`config.mk`:
```
export PLATFORM = sky130hd
export DESIGN_NAME = div_iter_flat
export DESIGN_NICKNAME = d
export VERILOG_FILES = /design/src/rtl/div_iter_if.sv /design/src/rtl/div_iter.sv /design/src/flat_wrapper.sv
export SDC_FILE = /design/constraint.sdc
export NUM_CORES = 1
export LEC_CHECK = 0
export CORE_MARGIN = 1
export CORE_UTILIZATION = 57
export DETAILED_ROUTE_END_ITERATION = 7
export GPL_TIMING_DRIVEN = 0
export PLACE_DENSITY = 0.83
export SYNTH_ARGS = -nofsm -noshare
export SYNTH_HDL_FRONTEND = slang
export SYNTH_SLANG_ARGS = --single-unit
```
`constraint.sdc`:
```
create_clock -name clk -period 4.25 [get_ports clk]
set_clock_uncertainty 0.15 [all_clocks]
set_input_delay 0.6375 -clock clk [delete_from_list [all_inputs] [get_ports clk]]
set_output_delay 0.6375 -clock clk [all_outputs]
set_load 0.01 [all_outputs]
```
`src/rtl/div_iter_if.sv`:
```
// Execute-stage to divider handshake: operands and start/annul in, {remainder, quotient} with ready/busy out.
// The master side belongs to the execute stage and the slave side to the divider.
interface div_iter_if #(
    parameter int WIDTH = 32
);
    logic                 signed_div_i;
    logic [WIDTH-1:0]     opdata1_i;
    logic [WIDTH-1:0]     opdata2_i;
    logic                 start_i;
    logic                 annul_i;
    logic [2*WIDTH-1:0]   result_o;
    logic                 ready_o;
    logic                 busy_o;

    modport master (
        output signed_div_i,
        output opdata1_i,
        output opdata2_i,
        output start_i,
        output annul_i,
        input  result_o,
        input  ready_o,
        input  busy_o
    );

    modport slave (
        input  signed_div_i,
        input  opdata1_i,
        input  opdata2_i,
        input  start_i,
        input  annul_i,
        output result_o,
        output ready_o,
        output busy_o
    );
endinterface

```
`src/rtl/div_iter.sv`:
```
// Restoring iterative divider, one quotient bit per clock: ready WIDTH+1 edges after start acceptance (1 edge for divide-by-zero).
// Stalls the pipeline via busy_o while working; the result is held in END until start_i drops, annul_i flushes ON/BYZERO.
module div_iter #(
    parameter int WIDTH = 32
) (
    input  logic       clk,
    input  logic       rst,
    div_iter_if.slave  div_bus
);

    localparam int CW = $clog2(WIDTH + 1);
    localparam int RW = WIDTH + 1;
    localparam logic [CW-1:0] CNT_LAST = CW'(WIDTH);

    typedef enum logic [1:0] {
        ST_IDLE   = 2'd0,
        ST_BYZERO = 2'd1,
        ST_ON     = 2'd2,
        ST_END    = 2'd3
    } state_t;

    state_t             state_q, state_d;
    logic [CW-1:0]      cnt_q, cnt_d;
    logic [WIDTH:0]     rem_q, rem_d;
    logic [WIDTH-1:0]   quo_q, quo_d;
    logic [WIDTH-1:0]   dsr_q, dsr_d;
    logic               neg_quo_q, neg_quo_d;
    logic               neg_rem_q, neg_rem_d;
    logic [2*WIDTH-1:0] result_q, result_d;
    logic               ready_q, ready_d;

    logic               op1_neg, op2_neg;
    logic [WIDTH-1:0]   op1_abs, op2_abs;
    logic [WIDTH+1:0]   shift_ext;
    logic [WIDTH+1:0]   trial;
    logic [WIDTH-1:0]   quo_fix, rem_fix;

    // Magnitudes and one step of the shift/subtract datapath, computed every cycle.
    always_comb begin
        op1_neg   = div_bus.signed_div_i & div_bus.opdata1_i[WIDTH-1];
        op2_neg   = div_bus.signed_div_i & div_bus.opdata2_i[WIDTH-1];
        op1_abs   = op1_neg ? -div_bus.opdata1_i : div_bus.opdata1_i;
        op2_abs   = op2_neg ? -div_bus.opdata2_i : div_bus.opdata2_i;
        shift_ext = {rem_q, quo_q[WIDTH-1]};
        trial     = shift_ext - {2'b00, dsr_q};
        quo_fix   = neg_quo_q ? -quo_q : quo_q;
        rem_fix   = neg_rem_q ? -rem_q[WIDTH-1:0] : rem_q[WIDTH-1:0];
    end

    always_comb begin
        state_d   = state_q;
        cnt_d     = cnt_q;
        rem_d     = rem_q;
        quo_d     = quo_q;
        dsr_d     = dsr_q;
        neg_quo_d = neg_quo_q;
        neg_rem_d = neg_rem_q;
        result_d  = result_q;
        ready_d   = ready_q;

        case (state_q)
            ST_IDLE: begin
                if (div_bus.start_i && !div_bus.annul_i) begin
                    if (div_bus.opdata2_i == '0) begin
                        state_d = ST_BYZERO;
                    end else begin
                        state_d   = ST_ON;
                        cnt_d     = '0;
                        rem_d     = '0;
                        quo_d     = op1_abs;
                        dsr_d     = op2_abs;
                        neg_quo_d = op1_neg ^ op2_neg;
                        neg_rem_d = op1_neg;
                    end
                end
            end

            ST_BYZERO: begin
                if (div_bus.annul_i) begin
                    state_d  = ST_IDLE;
                    ready_d  = 1'b0;
                    result_d = '0;
                end else begin
                    state_d  = ST_END;
                    ready_d  = 1'b1;
                    result_d = '0;
                end
            end

            ST_ON: begin
                if (div_bus.annul_i) begin
                    state_d  = ST_IDLE;
                    ready_d  = 1'b0;
                    result_d = '0;
                end else if (cnt_q != CNT_LAST) begin
                    // Sign bit of the widened trial tells whether the divisor fits.
                    rem_d = trial[WIDTH+1] ? RW'(shift_ext) : RW'(trial);
                    quo_d = {quo_q[WIDTH-2:0], ~trial[WIDTH+1]};
                    cnt_d = cnt_q + CW'(1);
                end else begin
                    state_d  = ST_END;
                    ready_d  = 1'b1;
                    result_d = {rem_fix, quo_fix};
                end
            end

            ST_END: begin
                if (!div_bus.start_i) begin
                    state_d  = ST_IDLE;
                    ready_d  = 1'b0;
                    result_d = '0;
                end
            end

            default: begin
                state_d  = ST_IDLE;
                ready_d  = 1'b0;
                result_d = '0;
            end
        endcase
    end

    always_ff @(posedge clk) begin
        if (!rst) begin
            state_q   <= ST_IDLE;
            cnt_q     <= '0;
            rem_q     <= '0;
            quo_q     <= '0;
            dsr_q     <= '0;
            neg_quo_q <= 1'b0;
            neg_rem_q <= 1'b0;
            result_q  <= '0;
            ready_q   <= 1'b0;
        end else begin
            state_q   <= state_d;
            cnt_q     <= cnt_d;
            rem_q     <= rem_d;
            quo_q     <= quo_d;
            dsr_q     <= dsr_d;
            neg_quo_q <= neg_quo_d;
            neg_rem_q <= neg_rem_d;
            result_q  <= result_d;
            ready_q   <= ready_d;
        end
    end

    assign div_bus.result_o = result_q;
    assign div_bus.ready_o  = ready_q;
    assign div_bus.busy_o   = (state_q == ST_ON) || (state_q == ST_BYZERO);

endmodule

```
`src/flat_wrapper.sv`:
```
// flat-port wrapper written by rule: the top's interface ports become plain ports
module div_iter_flat 
#(
    parameter int WIDTH = 32
)
  (clk, rst, div_bus_signed_div_i, div_bus_opdata1_i, div_bus_opdata2_i, div_bus_start_i, div_bus_annul_i, div_bus_result_o, div_bus_ready_o, div_bus_busy_o);
  div_iter_if #(.WIDTH(WIDTH)) div_bus_i ();
  input  logic clk;
  input  logic rst;
  input wire logic [$bits(div_bus_i.signed_div_i)-1:0] div_bus_signed_div_i;
  input wire logic [$bits(div_bus_i.opdata1_i)-1:0] div_bus_opdata1_i;
  input wire logic [$bits(div_bus_i.opdata2_i)-1:0] div_bus_opdata2_i;
  input wire logic [$bits(div_bus_i.start_i)-1:0] div_bus_start_i;
  input wire logic [$bits(div_bus_i.annul_i)-1:0] div_bus_annul_i;
  output wire logic [$bits(div_bus_i.result_o)-1:0] div_bus_result_o;
  output wire logic [$bits(div_bus_i.ready_o)-1:0] div_bus_ready_o;
  output wire logic [$bits(div_bus_i.busy_o)-1:0] div_bus_busy_o;
  assign div_bus_i.signed_div_i = div_bus_signed_div_i;
  assign div_bus_i.opdata1_i = div_bus_opdata1_i;
  assign div_bus_i.opdata2_i = div_bus_opdata2_i;
  assign div_bus_i.start_i = div_bus_start_i;
  assign div_bus_i.annul_i = div_bus_annul_i;
  assign div_bus_result_o = div_bus_i.result_o;
  assign div_bus_ready_o = div_bus_i.ready_o;
  assign div_bus_busy_o = div_bus_i.busy_o;
  div_iter #(.WIDTH(WIDTH)) u_core (.clk(clk), .rst(rst), .div_bus(div_bus_i));
endmodule
```
==> results of run 1 <==
[metrics by stage]
| stage | area, sq um | TNS (ns) | total power, mW |
|---|---|---|---|
| 5_1_grt | 13600 | 0 | 6.46 |
| 6_report | 13600 | 0 | 6.12 |
| 3_3_place_gp | 13100 | 0 | 4.49 |
| 2_1_floorplan | 11400 | 0 | 3.80 |
| 4_1_cts | 13600 | 0 | 6.06 |
| 3_5_place_dp | 13100 | -0.0297 | 4.56 |
[power by group through the flow]
stage               logic (mW)  registers, mW  clock network [mW]
global route              2.88           1.99                1.59
global placement          2.50           1.99                   0
finish                    2.63           1.98                1.51
floorplan                 1.87           1.93                   0
detailed placement        2.56           2.00                   0
CTS                       2.57           1.96                1.52
[synthesized netlist by cell type (all sizes together), types with 13 or more instances]
master / instances / area [sq um]
ha: 42 / 526
nor2b: 47 / 294
nor2: 59 / 221
nand3: 88 / 440
nor4: 19 / 119
a22oi: 27 / 203
and2: 23 / 144
o211a: 31 / 310
o41ai: 14 / 123
dfxtp: 172 / 3440
xnor2: 79 / 692
o21ai: 112 / 561
a21boi: 30 / 229
inv: 58 / 218
or4: 14 / 124
o31ai: 29 / 231
clkbuf: 82 / 338
or3: 13 / 81.3
nor3: 38 / 201
a21oi: 79 / 395
xor2: 68 / 596
nand2: 217 / 815
[worst max path at each step]
stage / start / to / slack [ns]
final: div_bus_opdata2_i[8] / u_core.rem_q[10] / 0.32
after global placement: div_bus_opdata2_i[14] / u_core.rem_q[10] / 0.05
after CTS: div_bus_opdata2_i[8] / u_core.rem_q[10] / 0.42
after global routing: div_bus_opdata2_i[8] / u_core.rem_q[27] / 0.13
after detailed placement: div_bus_opdata2_i[8] / u_core.rem_q[10] / -0.03
after floorplan: div_bus_opdata1_i[6] / u_core.quo_q[25] / 1.14
[flip-flops by register name, indices dropped and copies added, names as in the netlist]
signal,count
u_core.neg_rem_q,1
u_core.div_bus.ready_o,1
u_core.quo_q,32
u_core.rem_q,33
u_core.state_q,2
u_core.neg_quo_q,1
u_core.cnt_q,6
u_core.dsr_q,32
u_core.div_bus.result_o,64
[kinds of logic after synthesis]
| kind of cell | synth area share (%) |
|---|---|
| AND/OR/NAND/NOR | 24.4 |
| adder cells (fa/ha/maj) | 4.79 |
| flip-flops | 30.2 |
| AO/OA/AOI/OAI | 23.5 |
| multiplexers | 0.615 |
| buffers and inverters | 5.26 |
| XOR/XNOR | 11.3 |
[layout make-up]
type                    count  area share, %
inverters                  58           1.60
repair buffers            132           9.70
well taps                 265           2.44
plain buffers              90           2.80
clock inverters            14          0.983
clock buffers              18           3.15
flip-flops and latches    172           25.3
multi-input cells        1161           54.0
[layer usage]
metal / wire length, um / global-route usage, % / share of wire, %
met1: 15200 / 47.9 / 46
met5: 0 / 0 / 0
met3: 3020 / 5.00 / 9.2
met2: 14000 / 49.2 / 43
met4: 573 / 9.29 / 1.7
[worst reg2reg max path, delay by kind of cell (launching register included)]
kind | cells | cell delay (ns)
xor+xnor | 1 | 0.59
flops | 1 | 0.48
compound gates | 6 | 1.54
buf+inv | 2 | 0.67
fa+ha+maj | 1 | 0.29
==> key figures, run 1 <==
STA
  – RSZ-0062 raised after global routing: no
  – Final setup viols: 0
  – Shortest period the worst path allows: 3.93 ns
  – Worst-margin pin slew: between 1 and 1.5 ns
  – Final Max Slew Viols: 0
  – FMAX: 0.254 GHz
  – Worst Setup Slack, final: 0.317 ns
  – Hold WS: 0.307 ns
  – Fin. Hold Viols: 0
  – Relative slew margins: 22.4%
  – Period utilisation layout: 92.5%

Finish
  – Fillcell total: between 1500 and 2000
  – FF/Latch Area: approximately 0.0034 sq mm
  – Nets: ~1700
  – Ant diodes: 0
  – Post-route insts no fill: roughly 1900
  – Highest-count cells in the layout ignoring fill and taps: 217 x nand2_1, 172 x dfxtp_1, 132 x clkdlybuf4s50_1
  – Area of the multi-input gates: between 0.007 and 0.008 sq mm
  – Layout cell share with drive strength beyond 1: approximately 3.5%
  – Layout area overhead: 19.4%
  – Final core occ: approximately 70%
  – Most common cell after layout, fill and taps aside: nand2_1

Min path
  – HP Class: reg -> reg
  – Hold wc startpoint: u_core.div_bus.result_o[56]
  – Worst hold path depth: 2
  – WHS Endpoint: u_core.div_bus.result_o[56]

Floorplan
  – Chip Height: roughly 140 um
  – I/O pin cnt: between 100 and 150
  – Die X: about 140 um
  – Core ar.: 0.0195 sq mm
  – DIE AREA: 0.0206 sq mm
  – # rows: 51
  – Starting Density: about three fifths

Synthesis
  – Syn_area_per_cell: a little under 8 sq um
  – Net count after synthesis: around 1600
  – Yosys warnings: 0
  – Mapped Area: around 0.011 sq mm
  – Mapped Cells: 1481
  – Number of synthesized flops with an enable pin: 0
  – Seq/Total Area, Yosys: a little under a third
  – Dominant synthesized flop cell: dfxtp_1
  – Ys async rst share: 0%
  – Post-synthesis sequential element count: roughly 170
  – Synth unique cells: 70

Global routing
  – Total gr overflow: 0
  – Gr usage total: between 30% and 40%
  – Largest net degree at the start of global routing: 17
  – First-pass GRT wire length: around 53000 um
  – Antenna violations before repair: 0
  – Vias in the first global route: about 10000

Power
  – NetSw: 2.57 mW
  – Pwr/cell area: 450 mW/mm^2
  – Peak supply drop: about 0.40 mV
  – Sequential share of power: around 32%
  – Sw Share: 42.0%
  – Clock power share: between 20% and 30%
  – Pleak: roughly 5.4 nW
  – Pint: 3.55 mW
  – Gate power share: a little over two fifths

CTS
  – CTS tree: yes
  – Clock slew at reported path FFs: roughly 0.07 ns
  – Post-CTS Setup Bufs: 0
  – Cts hold-fix bufs: 0
  – CTS buffer count: 17
  – Max Buffers Root-to-Sink: 2
  – Root buf cell: clkbuf_16
  – CTS Sinks: 172
  – Worst-Skew Late Latency: 0.44 ns
  – CTS H-tree lvls: 4
  – CTS resizes: 0

Setup path
  – Crit-path slowest cell: o21ai_1
  – R2r endpoint: u_core.rem_q[27]
  – Family with the most delay on the worst path: simple AND/OR/NAND/NOR gates
  – FF-to-FF Start: u_core.rem_q[19]
  – Startpoint types: input pin
  – Crit path cell chain: clkdlybuf4s50_1, or4_1, nor4_1, nand4_1, o21a_1, o21ai_1, nor3_1, a221o_1
  – CP Class: in -> reg
  – Critical Path AT: just over 4 ns
  – CP Buf/Inv Count: 1
  – Internal reg-to-reg setup slack: 0.38 ns
  – Worst-path maximum fanout: 9
  – Critical path capture point type: flip-flop
  – Critical Path Stages: 8
  – CP Data Required Time: roughly 4.4 ns
  – Cells on worst reg2reg path: 10
  – Max incr delay on CP: a little under 0.8 ns

Placement
  – Dpl ws: -0.0255 ns
  – Gpl congestion: 0.951
  – IO Port Bufs: between 100 and 150
  – DP HPWL: 25900 um
  – Post-placement cell count: between 1500 and 2000

Drt
  – Detailed router's first-iteration violation count: ~1200
  – DRC: 0
  – Total number of vias: 11500
  – Final wirelength: around 33000 um
  – Drt first pass iters: 5
  – Routed vias/inst: 6.03
  – Post-DRT Antenna Nets: 0
  – Average routed wire per standard cell: between 15 and 20 um

Job
  – Max-cap violation count: 0

Run status
  – Status: completed
No activity file was read; power rests on OpenSTA's default activity.
==> run 2: changes to the inputs <==
Settings changed: PLACE_DENSITY 0.83 to 0.81.
==> key figures, run 2 (same netlist as run 1, synthesis figures left out) <==
Setup path
  – FF-to-FF Start: u_core.rem_q[24]
  – Cells on worst reg2reg path: 10
  – Critical path capture point type: flip-flop
  – R2r endpoint: u_core.rem_q[27]
  – CP Class: in -> reg
  – Startpoint types: input pin
  – Worst-path maximum fanout: 10
  – CP Data Required Time: 4.44 ns
  – Internal reg-to-reg setup slack: just over 0.3 ns
  – Critical Path AT: about 4.2 ns

Finish
  – Final core occ: a little over two thirds
  – Largest register FFs: 64
  – Post-route insts no fill: roughly 1900
  – Fillcell total: between 1500 and 2000
  – Fin area: ~0.014 sq mm
  – Layout area overhead: 19.7%
  – Highest-count cells in the layout ignoring fill and taps: 217 x nand2_1, 172 x dfxtp_1, 132 x clkdlybuf4s50_1
  – FF/Latch Area: approximately 0.0034 sq mm
  – Area of the multi-input gates: around 0.0074 sq mm
  – Most common cell after layout, fill and taps aside: nand2_1
  – Ant diodes: 0
  – Nets: about 1700
  – Layout cell share with drive strength beyond 1: about 3.6%

Global routing
  – Gr usage total: between 30% and 40%
  – Vias in the first global route: 10200
  – First-pass GRT wire length: around 53000 um
  – Largest net degree at the start of global routing: 18
  – Antenna violations before repair: 0
  – Total gr overflow: 0

Floorplan
  – Core ar.: 0.0195 sq mm
  – Die X: approximately 140 um
  – # rows: 51
  – Chip Height: about 140 um
  – Starting Density: 58.4%
  – DIE AREA: between 0.02 and 0.025 sq mm
  – I/O pin cnt: about 140

STA
  – Fin. Hold Viols: 0
  – Final setup viols: 0
  – Shortest period the worst path allows: 3.98 ns
  – Relative slew margins: ~22%
  – Final Max Slew Viols: 0
  – FMAX: approximately 0.25 GHz
  – Worst-margin pin slew: ~1.2 ns
  – Hold WS: 0.305 ns
  – Period utilisation layout: a little over nine tenths
  – RSZ-0062 raised after global routing: no

CTS
  – CTS resizes: 0
  – Cts hold-fix bufs: 0
  – CTS H-tree lvls: 4
  – Clock slew at reported path FFs: about 0.070 ns
  – Root buf cell: clkbuf_16
  – CTS buffer count: 17
  – CTS Sinks: 172
  – CTS tree: yes
  – Worst-Skew Late Latency: between 0.4 and 0.5 ns
  – Post-CTS Setup Bufs: 0
  – Max Buffers Root-to-Sink: 2

Power
  – Pwr/cell area: around 450 mW/mm^2
  – Peak supply drop: approximately 0.42 mV
  – Pleak: roughly 5.4 nW
  – Power Total: approximately 6.2 mW

Min path
  – HP Class: reg -> reg
  – Hold wc startpoint: u_core.div_bus.result_o[58]
  – Worst hold path depth: 2
  – WHS Endpoint: u_core.div_bus.result_o[58]

Job
  – Max-cap violation count: 0

Drt
  – Routed vias/inst: about 6.0
  – DRC: 0
  – Total number of vias: between 10000 and 15000
  – Post-DRT Antenna Nets: 0
  – Detailed router's first-iteration violation count: 1167
  – Drt first pass iters: 5
  – Average routed wire per standard cell: around 17 um
  – Final wirelength: ~33000 um

Placement
  – Gpl congestion: 0.918
  – DP HPWL: between 20000 and 30000 um
  – Post-placement cell count: between 1500 and 2000
  – IO Port Bufs: about 130
  – DP Area: 0.0131 sq mm

Run status
  – Status: completed
-- run 2: cell count changes in the layout (fill, tap and decap cells not counted), sizes merged --
cell	delta
clkinv	-2
inv	+2
-- run 2: layout make-up --
cell class	count	area share (%)
buffer	90	2.80
sequential	172	25.2
tap	265	2.43
inverter	58	1.60
clock inverter	14	1.13
timing repair buffer	132	9.68
multi-input combinational	1161	53.9
clock buffer	18	3.22
-- run 2: worst max-delay path by stage --
stage / from / to / slack, ns / depth (start not counted)
final: div_bus_opdata2_i[14] / u_core.rem_q[24] / 0.27 / 11
after global routing: div_bus_opdata2_i[14] / u_core.rem_q[22] / 0.14 / 11
after CTS: div_bus_opdata2_i[14] / u_core.rem_q[24] / 0.40 / 11
after detailed placement: div_bus_opdata2_i[14] / u_core.rem_q[24] / -0.04 / 11
after global placement: div_bus_opdata2_i[14] / u_core.rem_q[10] / 0.04 / 8
after floorplan: div_bus_opdata1_i[6] / u_core.quo_q[25] / 1.14 / 8
-- run 2: power breakdown --
group | switching [mW] | internal, mW | total [mW]
Sequential | 0.209 | 1.77 | 1.98
Clock | 0.723 | 0.848 | 1.57
Combinational | 1.68 | 0.957 | 2.63
-- run 2: stage by stage --
stage,setup TNS [ns],setup slack (ns)
floorplan,0,1.14
global route,0,0.138
global placement,0,0.0392
CTS,0,0.402
finish,0,0.270
detailed placement,-0.177,-0.0364
-- run 2: worst max-delay path: stages --
cell,delay (ns)
clkdlybuf4s50_1,0.49
or4_1,0.63
nor4_1,0.36
nand4_1,0.38
o21a_1,0.31
o21ai_1,0.30
and2_1,0.18
clkbuf_1,0.36
buf_2,0.34
a32oi_1,0.08
o31ai_1,0.09
-- run 2: layer usage --
layer / vias up / share of wire, % / global-route usage, %
li1: 5573 / - / -
met1: 5261 / 47 / 47.1
met2: 478 / 42 / 48.3
met3: 69 / 9.2 / 6.70
met4: 0 / 2.6 / 11.5
met5: - / 0 / 0
==> run 3: changes to the inputs <==
Settings changed: CORE_UTILIZATION 57 to 45, HOLD_SLACK_MARGIN set to 0.02, PLACE_DENSITY 0.81 to 0.66, SETUP_SLACK_MARGIN set to 0.02.
==> key figures, run 3 (same netlist as run 1, synthesis figures left out) <==
Run status
  – Status: completed

Min path
  – Hold wc startpoint: u_core.div_bus.result_o[59]
  – HP Class: reg -> reg

Finish
  – Nets: roughly 1700
  – Layout cell share with drive strength beyond 1: 3.59%
  – Area of the multi-input gates: ~0.0074 sq mm
  – Highest-count cells in the layout ignoring fill and taps: 217 x nand2_1, 172 x dfxtp_1, 132 x clkdlybuf4s50_1
  – Most common cell after layout, fill and taps aside: nand2_1
  – FF/Latch Area: 0.00344 sq mm
  – Post-route insts no fill: around 2000
  – Ant diodes: 0
  – Largest register FFs: 64
  – Fillcell total: about 2400
  – Layout area overhead: 20.5%

Placement
  – DP HPWL: ~27000 um
  – Gpl congestion: roughly 0.90
  – Post-placement cell count: about 1900
  – Dpl ws: -0.151 ns
  – IO Port Bufs: approximately 130

Setup path
  – Max incr delay on CP: 0.91 ns
  – CP Data Required Time: roughly 4.4 ns
  – Crit path cell chain: clkdlybuf4s50_1, or4_1, nor4_1, nand4_1, o21a_1, o21ai_1, nor3_1, a221o_1
  – Critical path capture point type: flip-flop
  – CP Buf/Inv Count: 1
  – CP Class: in -> reg
  – Critical Path AT: between 4 and 5 ns
  – CP startpoint: div_bus_opdata2_i[14]
  – Family with the most delay on the worst path: compound AO/OA/AOI/OAI gates
  – FF-to-FF Start: u_core.rem_q[24]
  – Startpoint types: input pin
  – Worst-path maximum fanout: 9
  – Crit-path slowest cell: o21ai_1

Drt
  – Final wirelength: between 30000 and 40000 um
  – Average routed wire per standard cell: about 17 um
  – Routed vias/inst: between 5 and 6
  – Total number of vias: ~11000
  – DRC: 0
  – Post-DRT Antenna Nets: 0
  – Detailed router's first-iteration violation count: between 1000 and 1500
  – Drt first pass iters: 6

STA
  – FMAX: roughly 0.25 GHz
  – RSZ-0062 raised after global routing: no
  – Fin. Hold Viols: 0
  – Worst-margin pin slew: roughly 1.2 ns
  – Shortest period the worst path allows: 4.06 ns
  – Worst Setup Slack, final: 0.188 ns
  – Relative slew margins: 19.1%
  – Final Max Slew Viols: 0
  – Final setup viols: 0
  – Hold WS: between 0.3 and 0.4 ns
  – Period utilisation layout: ~96%

Floorplan
  – Chip Height: between 150 and 200 um
  – Die X: 161 um
  – DIE AREA: 0.0260 sq mm
  – Starting Density: a little under half
  – # rows: between 50 and 60
  – I/O pin cnt: between 100 and 150
  – Core ar.: 0.0246 sq mm

CTS
  – CTS tree: yes
  – CTS buffer count: 17
  – Clock slew at reported path FFs: roughly 0.070 ns
  – Max Buffers Root-to-Sink: 2
  – Worst-Skew Late Latency: ~0.43 ns
  – CTS resizes: 0
  – CTS H-tree lvls: 4
  – CTS Sinks: approximately 170
  – Root buf cell: clkbuf_16
  – Post-CTS Setup Bufs: 0
  – Cts hold-fix bufs: 0

Global routing
  – Total gr overflow: 0
  – First-pass GRT wire length: between 50000 and 60000 um
  – Vias in the first global route: between 10000 and 15000
  – Largest net degree at the start of global routing: 19
  – Gr usage total: a little over a quarter
  – Antenna violations before repair: 0

Power
  – Pwr/cell area: 452 mW/mm^2
  – Peak supply drop: 0.345 mV
  – Pleak: between 5 and 6 nW
  – Power Total: approximately 6.2 mW

Job
  – Max-cap violation count: 0
==> run 3: path summary, 6_finish.rpt <==
check	end	slack, ns	cells after the start
setup reg to reg	u_core.rem_q[27]	0.27	10
setup / recovery	u_core.rem_q[10]	0.19	8
hold reg to reg	u_core.div_bus.result_o[59]	0.31	2
hold / removal	u_core.div_bus.result_o[59]	0.31	2
==> run 3: worst min-delay path, stage by stage (launching register included) <==
cell     delay [ns]
dfxtp_1        0.33
nand2_1        0.04
o21ai_0        0.06
==> run 3: area by class of cell <==
| cell class | instances | area share [%] |
|---|---|---|
| Multi-Input combinational cell | 1161 | 53.5 |
| Sequential cell | 172 | 25.1 |
| Timing Repair Buffer | 132 | 9.61 |
| Clock buffer | 18 | 3.20 |
| Tap cell | 324 | 2.95 |
| Buffer | 90 | 2.78 |
| Inverter | 58 | 1.58 |
| Clock inverter | 14 | 1.28 |
==> run 3: power by group <==
part	switching, mW	internal (mW)
clock network	0.768	0.861
logic	1.66	0.957
registers	0.199	1.77
==> run 3: routing by layer <==
layer,share of wire (%),GRT usage (%)
met2,40,37.6
met5,0,0
met3,7.6,4.49
met4,1.4,6.30
met1,51,39.5
==> run 3: metrics by stage <==
| step | cell area, sq um | TNS (ns) | util (%) |
|---|---|---|---|
| after CTS | 13700 | 0 | 55.9 |
| after floorplan | 11400 | 0 | - |
| after detailed placement | 13100 | -0.993 | 53.3 |
| after global placement | 13100 | -0.431 | 53.3 |
| final | 13700 | 0 | 55.9 |
| after global routing | 13700 | 0 | 55.9 |
